[src/rtl/fetch_pkg.sv]
// Shared types and constants for the instruction fetch front end.
package fetch_pkg;

    localparam logic [31:0] NOP_INSTR = 32'h0;

    typedef enum logic [1:0] {
        FETCH = 2'd0,
        WAIT  = 2'd1,
        DROP  = 2'd2
    } fetch_state_e;

    typedef struct packed {
        logic [31:0] instr;
        logic [31:0] npc;
    } fetch_entry_t;

endpackage

[src/rtl/fetch_queue.sv]
// Prefetch queue: small synchronous FIFO of {instruction, PC+4} entries.
// The head is read straight from the storage flops; an empty queue shows NOP.
module fetch_queue
    import fetch_pkg::*;
#(
    parameter int DEPTH = 4
) (
    input  logic                     clk,
    input  logic                     rst_n,
    input  logic                     i_push,
    input  logic                     i_pop,
    input  logic                     i_flush,
    input  fetch_entry_t             i_data,
    output fetch_entry_t             o_head,
    output logic                     o_valid,
    output logic [$clog2(DEPTH):0]   o_count
);

    localparam int AW = $clog2(DEPTH);
    localparam int CW = AW + 1;
    localparam logic [CW-1:0] FULL_CNT = CW'(DEPTH);

    fetch_entry_t  r_mem [DEPTH];
    logic [AW-1:0] r_wr_ptr;
    logic [AW-1:0] r_rd_ptr;
    logic [CW-1:0] r_count;

    logic w_push;
    logic w_pop;

    assign w_push = i_push & (r_count != FULL_CNT);
    assign w_pop  = i_pop  & (r_count != '0);

    // Pointer and occupancy update; flush wins over any push/pop in the same cycle.
    always_ff @(posedge clk or negedge rst_n) begin
        if (!rst_n) begin
            r_wr_ptr <= '0;
            r_rd_ptr <= '0;
            r_count  <= '0;
        end else if (i_flush) begin
            r_wr_ptr <= '0;
            r_rd_ptr <= '0;
            r_count  <= '0;
        end else begin
            if (w_push) r_wr_ptr <= r_wr_ptr + AW'(1);
            if (w_pop)  r_rd_ptr <= r_rd_ptr + AW'(1);
            case ({w_push, w_pop})
                2'b10:   r_count <= r_count + CW'(1);
                2'b01:   r_count <= r_count - CW'(1);
                default: r_count <= r_count;
            endcase
        end
    end

    // Entry storage; contents are only observed through the valid-masked head mux.
    always_ff @(posedge clk) begin
        if (w_push && !i_flush) r_mem[r_wr_ptr] <= i_data;
    end

    assign o_valid = (r_count != '0);
    assign o_count = r_count;
    assign o_head  = o_valid ? r_mem[r_rd_ptr] : '{instr: NOP_INSTR, npc: 32'h0};

endmodule

[src/rtl/fetch_prefetch_unit.sv]
// Instruction fetch front end: single-outstanding memory requester feeding a
// prefetch queue, with redirect flush of all wrong-path state.
//
// state | meaning
// FETCH | idle or requesting; issues a request when the queue has room
// WAIT  | one request acked, waiting for its read data
// DROP  | a stale (pre-redirect) response is outstanding and will be discarded
module fetch_prefetch_unit
    import fetch_pkg::*;
#(
    parameter int          DEPTH    = 4,
    parameter logic [31:0] RESET_PC = 32'h0000_0000
) (
    input  logic        clk,
    input  logic        rst_n,
    output logic        imem_req,
    output logic [31:0] imem_addr,
    input  logic        imem_ack,
    input  logic        imem_rvalid,
    input  logic [31:0] imem_rdata,
    input  logic        redirect,
    input  logic [31:0] redirect_pc,
    input  logic        stall,
    output logic        instr_valid,
    output logic [31:0] instr_out,
    output logic [31:0] npc_out
);

    localparam int CW = $clog2(DEPTH) + 1;
    localparam logic [CW-1:0] FULL_CNT = CW'(DEPTH);

    fetch_state_e  r_state;
    fetch_state_e  w_next_state;
    logic [31:0]   r_fetch_pc;
    logic          r_req_en;

    logic          w_push;
    logic          w_pop;
    logic          w_has_room;
    logic          w_q_valid;
    logic [CW-1:0] w_count;
    fetch_entry_t  w_push_data;
    fetch_entry_t  w_head;

    assign w_has_room  = (w_count < FULL_CNT);
    assign w_pop       = w_q_valid & ~stall & ~redirect;
    assign w_push_data = '{instr: imem_rdata, npc: r_fetch_pc + 32'd4};

    // State register.
    always_ff @(posedge clk or negedge rst_n) begin
        if (!rst_n) r_state <= FETCH;
        else        r_state <= w_next_state;
    end

    // Fetch PC and request enable; requests start on the first edge after reset release.
    always_ff @(posedge clk or negedge rst_n) begin
        if (!rst_n) begin
            r_fetch_pc <= RESET_PC;
            r_req_en   <= 1'b0;
        end else begin
            r_req_en <= 1'b1;
            if (redirect)
                r_fetch_pc <= {redirect_pc[31:2], 2'b00};
            else if (r_state == WAIT && imem_rvalid)
                r_fetch_pc <= r_fetch_pc + 32'd4;
        end
    end

    // Next state. A redirect leaves DROP pending only if a response is still in
    // flight afterwards: a fresh ack, or an older request whose data has not
    // arrived this very cycle.
    always_comb begin
        w_next_state = r_state;
        if (redirect) begin
            if ((r_state == FETCH && imem_ack) || (r_state != FETCH && !imem_rvalid))
                w_next_state = DROP;
            else
                w_next_state = FETCH;
        end else begin
            case (r_state)
                FETCH:   if (imem_req && imem_ack) w_next_state = WAIT;
                WAIT:    if (imem_rvalid)          w_next_state = FETCH;
                DROP:    if (imem_rvalid)          w_next_state = FETCH;
                default: w_next_state = FETCH;
            endcase
        end
    end

    // Outputs: request issue and queue push.
    always_comb begin
        imem_req = 1'b0;
        w_push   = 1'b0;
        case (r_state)
            FETCH:   imem_req = r_req_en & w_has_room & ~redirect;
            WAIT:    w_push   = imem_rvalid & ~redirect;
            default: ;
        endcase
    end

    fetch_queue #(.DEPTH(DEPTH)) u_queue (
        .clk     (clk),
        .rst_n   (rst_n),
        .i_push  (w_push),
        .i_pop   (w_pop),
        .i_flush (redirect),
        .i_data  (w_push_data),
        .o_head  (w_head),
        .o_valid (w_q_valid),
        .o_count (w_count)
    );

    assign imem_addr   = r_fetch_pc;
    assign instr_valid = w_q_valid;
    assign instr_out   = w_head.instr;
    assign npc_out     = w_head.npc;

endmodule

[config.mk]
export PLATFORM = sky130hd
export DESIGN_NAME = fetch_prefetch_unit
export DESIGN_NICKNAME = d
export VERILOG_FILES = /design/src/rtl/fetch_pkg.sv /design/src/rtl/fetch_queue.sv /design/src/rtl/fetch_prefetch_unit.sv
export SDC_FILE = /design/constraint.sdc
export NUM_CORES = 1
export LEC_CHECK = 0
export CORE_MARGIN = 1.5
export CORE_UTILIZATION = 35
export DETAILED_ROUTE_END_ITERATION = 10
export PLACE_DENSITY = 0.67
export SYNTH_ARGS = -nofsm -noshare
export SYNTH_HDL_FRONTEND = slang
export SYNTH_SLANG_ARGS = --single-unit
[constraint.sdc]
create_clock -name clk -period 4 [get_ports clk]
set_input_delay 1 -clock clk [delete_from_list [all_inputs] [get_ports clk]]
set_output_delay 1 -clock clk [all_outputs]
set_load 0.01 [all_outputs]
==> flow_summary.json <==
{
  "clkSlewWorstSetupHoldPaths_ns": 0.06,
  "setup_viol": 0,
  "critPathKind": "register to primary output",
  "synth_most_common_cell": "edfxtp_1",
  "finalClockSkew_ns": 0.0184,
  "fill_cells": 3054,
  "max_freq_ghz": 0.271,
  "grt_first_pass_wirelength_um": 42500,
  "period_share_pct": 92.3,
  "nets": 1002,
  "wire_per_inst_um": 19.3,
  "yosys_warnings": 0,
  "hold_path.class": "register to register",
  "synth_seq_cells": 288,
  "cp_data_required_time_ns": 3.00,
  "period_minus_slack_ns": 3.69,
  "fin_tns_setup_ns": 0,
  "grt.total_usage_pct": 15.3,
  "cp_num_buf_inv": 2,
  "synth_xor_area_share_pct": 2.92,
  "grt_max_degree": 45,
  "drc": 0,
  "synthAdderAreaFrac_pct": 0.876,
  "ys.flop_type": "edfxtp_1",
  "dpl.hpwl_um": 17700,
  "netlist.area_leader.share_pct": 60.7,
  "post_cts_buffers": 0,
  "die_h_um": 190,
  "r2r_cells": 4,
  "synth_top_area_cell": "edfxtp_1",
  "drt_wl_total_um": 27200,
  "syn_avg_cell_area_um2": 16.3,
  "cp-end-kind": "primary output",
  "grt_pass1_vias": 7295,
  "synth_top_family_by_area": "multiplexers",
  "synthMuxAreaShare_pct": 11.5,
  "async_flop_share_pct": 13.9,
  "drtIter0Drc": 381,
  "place.gp.congestion": 0.822,
  "synth-simple-area-share_pct": 10.4,
  "slowest_delay_ns": 0.65,
  "cp_slowest_cell": "dfrtp_4",
  "rsz0062_at_grt": "no",
  "ctsHoldBuffers": 0,
  "die_area_mm2": 0.0362,
  "drv_cap": 0,
  "antenna_found_initial": 0,
  "path_depth": 4,
  "hold_depth": 2,
  "drtAntennaViolNets": 0,
  "crit_family": "buffers and inverters",
  "drv_slew": 0,
  "io_pins": 168,
  "portBuffers": 161,
  "synth_common_cells": "edfxtp_1 (248), and2_1 (65), mux4_2 (62)",
  "r2r_start": "imem_addr[4]",
  "ir_drop_mv": 0.246,
  "synth_cell_types": 44,
  "synth_edf_count": 248,
  "path_cells": "buf_4, mux4_2, and2_1, clkdlybuf4s50_1",
  "vias": 7100,
  "syn2layout_area_growth_pct": 28.2,
  "rows": 68,
  "start_kind": "register",
  "layout-drive-gt1-share_pct": 15.7,
  "cts_max_level": 2,
  "final_area_mm2": 0.0157,
  "cp_max_fo": 17,
  "p_leak_nw": 5.10,
  "syn_inst": 754,
  "cts-root-buf": "clkbuf_16",
  "place_area_mm2": 0.0145,
  "relSlewSlack_pct": 34.8,
  "arrival_ns": 2.69,
  "holdPathEnd": "r_state[1]",
  "min-delay-start": "r_state[1]",
  "clock_latency_ns": 0.50,
  "rrSetupSlack_ns": 1.27,
  "ys_seq_area_share_pct": 68.8,
  "power.density_mw_per_mm2": 473,
  "cts_tree": "done",
  "cts_buffers": 34,
  "final_hold_viol_count": 0,
  "cts_resized": 0,
  "worst_pin_slew_ns": 0.978,
  "overflow": 0,
  "synth-compound-area-share_pct": 3.19,
  "cts_sinks": 288,
  "core_mm2": 0.0345,
  "outcome": "complete, no violations",
  "synthTopCellsByArea": "edfxtp_1 (61%), mux4_2 (11%), dfrtp_1 (8.2%)",
  "holdWs_ns": 0.535,
  "via_per_inst": 5.05,
  "rr_endpoint": "u_queue.r_mem[0][13]",
  "clock_path_buffers": 3,
  "first_pass_iters": 5,
  "netlist_area_mm2": 0.0123,
  "start_util_pct": 35.5,
  "die_w_um": 190
}
-- cell usage in the layout (no fill, tap or decap), types with 2 or more instances in the layout --
| cell | instances |
|---|---|
| and4_1 | 3 |
| and3b_1 | 2 |
| conb_1 | 5 |
| xnor2_1 | 23 |
| clkbuf_1 | 3 |
| a21oi_1 | 3 |
| buf_4 | 10 |
| xor2_1 | 18 |
| nand3_1 | 15 |
| nand4_1 | 15 |
| clkinvlp_4 | 2 |
| o21ai_0 | 25 |
| or4_1 | 18 |
| ha_1 | 7 |
| nand2_1 | 34 |
| nor2_1 | 34 |
| buf_12 | 10 |
| clkinv_1 | 6 |
| and2_1 | 65 |
| clkdlybuf4s50_1 | 160 |
| and3_1 | 5 |
| and3_4 | 4 |
| nor3_1 | 10 |
| or3_1 | 5 |
| a211oi_1 | 2 |
| nor4_1 | 7 |
| o31ai_1 | 13 |
| inv_1 | 8 |
| a31oi_1 | 18 |
| clkbuf_16 | 37 |
| bufinv_16 | 6 |
| nand2b_1 | 2 |
| clkinv_2 | 6 |
| nor3b_1 | 2 |
| dfrtp_1 | 38 |
| edfxtp_1 | 248 |
| mux4_2 | 62 |
-- flip-flops by register name, summed over array words and instances (netlist names) --
| signal | flops |
|---|---|
| r_req_en | 1 |
| r_state | 2 |
| u_queue.o_count | 3 |
| u_queue.r_rd_ptr | 2 |
| u_queue.r_mem | 248 |
| imem_addr | 30 |
| u_queue.r_wr_ptr | 2 |
-- how the worst max path moves through the flow --
stage / startpoint / end / slack (ns)
after CTS: u_queue.r_rd_ptr[0] / instr_out[28] / 0.23
final: u_queue.r_rd_ptr[0] / instr_out[28] / 0.31
after global placement: redirect / imem_req / 0.46
after global routing: u_queue.r_rd_ptr[0] / instr_out[28] / 0.15
after detailed placement: redirect / imem_req / 0.46
after floorplan: redirect / u_queue.r_mem[0][10] / 0.76
-- worst register-to-register path, stage by stage (launching register included) --
cell     delay [ns]
dfrtp_1        0.54
nand3_1        0.48
nor3_1         0.89
and3_1         0.27
xor2_1         0.33
-- metal layers --
metal / global-route usage, % / vias to the layer above / share of wire [%]
li1: - / 3277 / -
met4: 3.91 / 0 / 1.6
met1: 21.8 / 3601 / 46
met5: 0 / - / 0
met2: 24.3 / 192 / 47
met3: 2.80 / 30 / 4.7
-- per-stage QoR --
stage | cells | setup WS, ns | utilization, % | power [mW]
detailed placement | 1343 | 0.463 | 42.1 | 4.25
finish | 1405 | 0.309 | 45.6 | 7.44
global route | 1404 | 0.150 | 45.6 | 7.73
floorplan | 757 | 0.764 | - | 3.84
global placement | 1343 | 0.463 | 42.1 | 4.24
CTS | 1404 | 0.228 | 45.6 | 7.55
-- cell families (layout without fill, tap and decap cells) --
logic type | Yosys count | in the layout
compound gates | 64 | 64
xor+xnor | 41 | 41
fa+ha+maj | 8 | 8
buf+inv | 60 | 252
flops | 288 | 288
mux | 64 | 64
other cells | 2 | 6
simple gates | 227 | 227
-- power breakdown --
| part | internal, mW | switching (mW) |
|---|---|---|
| registers | 3.33 | 0.0870 |
| logic | 0.401 | 0.353 |
| clock network | 2.07 | 1.20 |
| total | 5.80 | 1.64 |
-- cell type report --
class	instances	area, um^2	share of cell area [%]
sequential	288	8450	53.7
multi-input combinational	409	3590	22.8
timing repair buffer	181	1880	12.0
clock buffer	40	937	5.95
tap	455	569	3.62
clock inverter	21	264	1.68
inverter	10	37.5	0.238
antenna	1	2.50	0.0159
No activity file was read; power rests on OpenSTA's default activity.
